===== src/rtl/led_pattern_sequencer.sv =====
// ============================================================================
// Module      : led_pattern_sequencer
// Description : Steps an 8-bit LED bus at a switch-selected rate.
//               A prescaler produces a one-cycle TICK every SLOW_DIV or
//               FAST_DIV clocks. On each TICK the FSM either increments a
//               binary count or moves a single lit bit that bounces between
//               bit 0 and bit 7.
//               Optional feature macro: SEQ_PAUSE_EN adds the PAUSE input,
//               which freezes stepping.
// Ports       : CLOCK   in  1  system clock, rising edge
//               RESET_N in  1  asynchronous active-low reset
//               SPEED   in  1  async switch, 0 = SLOW_DIV, 1 = FAST_DIV
//               MODE    in  1  async switch, 0 = binary count, 1 = bounce scan
//               PAUSE   in  1  async switch, freeze stepping (SEQ_PAUSE_EN)
//               OUT_BUS out 8  LED pattern
//               TICK    out 1  one-cycle pulse on each pattern step
//               STATE   out 2  0 COUNT, 1 SCAN_L, 2 SCAN_R
// Revision    : 1.0  initial release
// ============================================================================
`default_nettype none

module led_pattern_sequencer #(
  parameter int SLOW_DIV = 6_000_000,
  parameter int FAST_DIV = 1_500_000,
  parameter int CNT_W    = 23
) (
  input  logic       CLOCK,
  input  logic       RESET_N,
  input  logic       SPEED,
  input  logic       MODE,
`ifdef SEQ_PAUSE_EN
  input  logic       PAUSE,
`endif
  output logic [7:0] OUT_BUS,
  output logic       TICK,
  output logic [1:0] STATE
);

  localparam logic [1:0] ST_COUNT  = 2'd0;
  localparam logic [1:0] ST_SCAN_L = 2'd1;
  localparam logic [1:0] ST_SCAN_R = 2'd2;

  localparam logic [CNT_W-1:0] C_SLOW_MAX = CNT_W'(SLOW_DIV - 1);
  localparam logic [CNT_W-1:0] C_FAST_MAX = CNT_W'(FAST_DIV - 1);

  // Two-flop synchronisers. Stage 2 is the value the rest of the logic uses.
  // r_speed_d holds the previous synced SPEED for edge detection.
  logic             r_speed_s1, r_speed_s2, r_speed_d;
  logic             r_mode_s1,  r_mode_s2;
  logic             w_paused;
  logic             w_speed_edge;
  logic [CNT_W-1:0] w_cnt_max;
  logic [CNT_W-1:0] r_cnt;
  logic [7:0]       r_out;
  logic [1:0]       r_state;

  always_ff @(posedge CLOCK or negedge RESET_N) begin
    if (!RESET_N) begin
      r_speed_s1 <= 1'b0;
      r_speed_s2 <= 1'b0;
      r_speed_d  <= 1'b0;
      r_mode_s1  <= 1'b0;
      r_mode_s2  <= 1'b0;
    end else begin
      r_speed_s1 <= SPEED;
      r_speed_s2 <= r_speed_s1;
      r_speed_d  <= r_speed_s2;
      r_mode_s1  <= MODE;
      r_mode_s2  <= r_mode_s1;
    end
  end

`ifdef SEQ_PAUSE_EN
  logic r_pause_s1, r_pause_s2;

  always_ff @(posedge CLOCK or negedge RESET_N) begin
    if (!RESET_N) begin
      r_pause_s1 <= 1'b0;
      r_pause_s2 <= 1'b0;
    end else begin
      r_pause_s1 <= PAUSE;
      r_pause_s2 <= r_pause_s1;
    end
  end

  assign w_paused = r_pause_s2;
`else
  assign w_paused = 1'b0;
`endif

  assign w_speed_edge = r_speed_s2 ^ r_speed_d;
  assign w_cnt_max    = r_speed_s2 ? C_FAST_MAX : C_SLOW_MAX;

  // A rate change suppresses the tick so that the new period starts cleanly
  // from zero. The divisor switches in the same cycle as the edge, so a count
  // above the new maximum never matters.
  assign TICK = (r_cnt == w_cnt_max) && !w_speed_edge && !w_paused;

  always_ff @(posedge CLOCK or negedge RESET_N) begin
    if (!RESET_N) begin
      r_cnt <= '0;
    end else if (w_speed_edge || TICK) begin
      r_cnt <= '0;
    end else if (!w_paused) begin
      r_cnt <= r_cnt + 1'b1;
    end
  end

  // Pattern FSM. The scan states only ever load one-hot values, so the
  // single-lit-bit property holds by construction.
  always_ff @(posedge CLOCK or negedge RESET_N) begin
    if (!RESET_N) begin
      r_state <= ST_COUNT;
      r_out   <= 8'h00;
    end else if (TICK) begin
      case (r_state)
        ST_COUNT: begin
          if (r_mode_s2) begin
            r_state <= ST_SCAN_L;
            r_out   <= 8'h01;
          end else begin
            r_out <= r_out + 8'd1;
          end
        end
        ST_SCAN_L: begin
          if (!r_mode_s2) begin
            r_state <= ST_COUNT;
            r_out   <= 8'h00;
          end else if (r_out == 8'h80) begin
            r_state <= ST_SCAN_R;
            r_out   <= 8'h40;
          end else begin
            r_out <= r_out << 1;
          end
        end
        ST_SCAN_R: begin
          if (!r_mode_s2) begin
            r_state <= ST_COUNT;
            r_out   <= 8'h00;
          end else if (r_out == 8'h01) begin
            r_state <= ST_SCAN_L;
            r_out   <= 8'h02;
          end else begin
            r_out <= r_out >> 1;
          end
        end
        default: begin
          r_state <= ST_COUNT;
          r_out   <= 8'h00;
        end
      endcase
    end
  end

  assign OUT_BUS = r_out;
  assign STATE   = r_state;

endmodule

`default_nettype wire


===== config.mk =====
export PLATFORM = sky130hd
export DESIGN_NAME = led_pattern_sequencer
export DESIGN_NICKNAME = d
export VERILOG_FILES = /design/src/rtl/led_pattern_sequencer.sv
export SDC_FILE = /design/constraint.sdc
export NUM_CORES = 1
export LEC_CHECK = 0
export ABC_AREA = 0
export CORE_MARGIN = 2
export CORE_UTILIZATION = 45
export DETAILED_ROUTE_END_ITERATION = 8
export PLACE_DENSITY_LB_ADDON = 0.1
export SLEW_MARGIN = 10
export SYNTH_ARGS = -nofsm -noshare
export SYNTH_HDL_FRONTEND = slang
export SYNTH_SLANG_ARGS = --single-unit

===== constraint.sdc =====
create_clock -name CLOCK -period 2 [get_ports CLOCK]
set_input_delay 0.4 -clock CLOCK [delete_from_list [all_inputs] [get_ports CLOCK]]
set_output_delay 0.4 -clock CLOCK [all_outputs]
set_load 0.03 [all_outputs]

==> results.md <==
- Status: finished, violations left
- Failing checks: setup timing
- GR Util met3: 4.70%
- Flops & latches, synth: 38
- Met2 usage in global routing: 32.1%
- Post-synthesis cell type count: 44
- 1st-pass router iterations: 4
- Initial DRC Count: 116
- Root Buffer Master: clkbuf_8
- Syn_area_per_cell: 9.43 um^2
- Synth warn: 0
- Die ar.: 0.00528 mm^2
- Die Wd: 72.7 um
- WL final: 5080 um
- Fin crit period: 2.29 ns
- Clock Skew: 0.00474 ns
- Area Growth Syn to Fin: 32.2%
- Die H: 72.7 um
- Static Leak: 1.23 nW
- Area occupied by registers: 951 um^2
- Ratio of final minimum period to clock period: 115%
- Placed cell count: 301
- Sink Count: 38
- Routed WL per cell: 16.1 um
- Largest net degree at the start of global routing: 24
- TritonCTS clock tree: built
- First-pass GRT wire length: 8340 um
- # fillers: 374
- CP max FO: 2
- Number of diodes: 0
- Worst rel slew slack: 66.7%
- R2R Setup Slk: -0.21 ns
- Fmax: 436 MHz
- Total core area: 0.00444 mm^2
- Worst Path Arrival: 1.89 ns
- Fin cells: 316
- Clk slew on worst S/H paths: 0.08 ns
- RSZ-0062 raised after global routing: yes
- Final setup viols: 34
- Vias in the first global route: 1,695
- Max cap viols: 0
- Fin. Hold Viols: 0
- Pwr dens: 610 mW/mm^2
- GR peak layer: met2
- Share of cells above drive strength 1: 22.7%
- Post-synthesis instance total: 225
- Worst Tran Pin Value: 0.498 ns
- WS Path Type: flip-flop to primary output
- Antenna Violating Nets Remaining: 0
- IO Pins: 15
- DR vias: 1,788
- CTS buffer count: 5
- Final Worst Setup Slack: -0.295 ns
- DR vias/cell: 5.66
- Nets: 271
- DRC viols: 0
- CP Capture Type: primary output
- Initial antenna violation count: 0
- Pins Over Slew Limit: 0
- Met1 usage: 29.0%
- HPWL Detailed: 3280 um
- GRT Total Usage: 20.5%
- VDD IR max: 0.524 mV
- Footprint of the multi-input gates: 0.00119 mm^2
- CTS H-Tree Depth: 2
- Row Count: 24
- CTS Buffer Depth: 2
- Mapped Area: 0.00212 mm^2
- IO Port Bufs: 14
- CP Launch Type: flip-flop
- Syn_nets: 233
- Initial Util: 47.7%
- Worst skew pair latency: 0.29 ns
- HP Class: primary input to async pin
- Sequential cell area fraction in the yosys report: 44.8%
- Routability congestion estimate: 0.881
- Worst EP required: 1.60 ns
- Setup TNS: -2.60 ns
- Grt total ovfl: 0
==> cells in the mapped netlist <==
cell	instances	area share, %
a211oi_2	1	0.59
a21o_2	1	0.41
a21oi_1	7	1.7
a22o_1	4	1.7
a22oi_1	2	0.71
a311oi_1	1	0.41
a311oi_2	1	0.71
a31oi_1	2	0.59
a41o_2	1	0.53
a41oi_1	1	0.41
and2_1	3	0.88
and3_1	6	1.8
and3_2	1	0.35
and4_1	5	2.1
buf_2	2	0.47
buf_6	1	0.53
clkbuf_1	9	1.6
dfrtp_1	38	45
ha_1	4	2.4
inv_1	6	1.1
mux2_2	2	1.1
nand2_1	10	1.8
nand2b_1	2	0.59
nand3_1	14	3.3
nand3b_1	1	0.35
nand4_1	6	1.8
nand4_2	1	0.59
nand4b_1	3	1.2
nor2_1	30	5.3
nor2b_1	4	1.2
nor3_1	6	1.4
nor3b_1	2	0.71
nor4bb_1	2	0.94
o21ai_0	9	2.1
o21ai_1	5	1.2
o21ai_2	1	0.41
o31ai_1	2	0.71
o41ai_1	1	0.41
or3_1	3	0.88
or3b_2	1	0.41
or4b_1	1	0.47
or4bb_1	1	0.53
xnor2_1	6	2.5
xor2_1	16	6.6
==> metrics by stage <==
stage                     setup slack, ns  util (%)  instance area, um^2  hold slack (ns)  power [mW]
after floorplan                   0.00499         -                 2120            0.104       0.853
after global placement            -0.0371      55.3                 2460            0.332       0.901
after detailed placement          -0.0975      55.3                 2460            0.337       0.902
after CTS                          -0.307      61.2                 2720           0.0557        1.72
after global routing               -0.352      63.1                 2810           0.0832        1.77
final                              -0.295      63.1                 2810           0.0440        1.71
==> layout by cell type, fill, tap and decap left out, drive strengths merged, types with 2 or more instances in the layout <==
| cell type | count |
|---|---|
| dfrtp | 38 |
| nor2 | 30 |
| buf | 30 |
| xor2 | 16 |
| o21ai | 15 |
| nand3 | 14 |
| clkdlybuf4s50 | 11 |
| nand2 | 10 |
| a21oi | 7 |
| nand4 | 7 |
| and3 | 7 |
| clkbuf | 7 |
| nor3 | 6 |
| xnor2 | 6 |
| inv | 6 |
| and4 | 5 |
| nor2b | 4 |
| a22o | 4 |
| ha | 4 |
| nand4b | 3 |
| and2 | 3 |
| or3 | 3 |
| nor4bb | 2 |
| nor3b | 2 |
| nand2b | 2 |
| a31oi | 2 |
| a22oi | 2 |
| bufinv | 2 |
| mux2 | 2 |
| a311oi | 2 |
| o31ai | 2 |
==> where the power goes <==
part	internal [mW]	switching, mW	total [mW]	leakage [nW]
Clock	0.532	0.279	0.811	0.0714
Combinational	0.0438	0.0610	0.105	0.642
Sequential	0.783	0.0118	0.794	0.517
==> critical path: stages (launching register included) <==
cell and delay, ns:
dfrtp_1 0.39, or4b_4 0.56, a211oi_4 0.28, nand4_4 0.16, inv_4 0.09, buf_6 0.12
==> registers in the layout (all words and copies together), names as in the netlist <==
register    count
r_speed_d       1
r_mode_s1       1
STATE           2
OUT_BUS         8
r_mode_s2       1
r_speed_s2      1
r_speed_s1      1
r_cnt          23
==> logic make-up after synthesis <==
| kind of cell | after synthesis | share of synthesized area [%] |
|---|---|---|
| AOI/OAI and AO/OA | 39 | 12.5 |
| DFF | 38 | 44.8 |
| adders and majority gates | 4 | 2.36 |
| muxes | 2 | 1.06 |
| xor gates and xnor gates | 22 | 9.08 |
| buffers and inverters | 18 | 3.66 |
| and+or+nand+nor | 102 | 26.5 |
==> layout make-up <==
| cell class | count | share of cell area (%) |
|---|---|---|
| Multi-Input combinational cell | 169 | 42.5 |
| Sequential cell | 38 | 33.9 |
| Timing Repair Buffer | 43 | 15.3 |
| Clock buffer | 6 | 2.94 |
| Tap cell | 52 | 2.32 |
| Clock inverter | 2 | 2.14 |
| Inverter | 6 | 0.892 |
==> worst paths after layout <==
path	from	end	depth (start not counted)
min in group CLOCK	r_speed_s1	r_speed_s2	0
max in group asynchronous	RESET_N	r_speed_d	2
max	r_cnt[19]	TICK	5
min reg2reg	r_speed_s1	r_speed_s2	0
max reg2reg	r_cnt[19]	STATE[1]	8
min	RESET_N	r_cnt[21]	1
==> metal layers <==
| layer | vias up | routed length [um] |
|---|---|---|
| met5 | - | 0 |
| met1 | 876 | 2410 |
| met4 | 0 | 47 |
| met3 | 5 | 193 |
| met2 | 31 | 2430 |
| li1 | 876 | - |
==> timing repair <==
action	in CTS	in global routing
hold buffers	0	0
gates cloned	1	1
buffers inserted	3	4
pin swaps	10	4
gates resized for setup	17	12
setup endpoints to repair	8	34
Power figures use the tool's default switching activity.
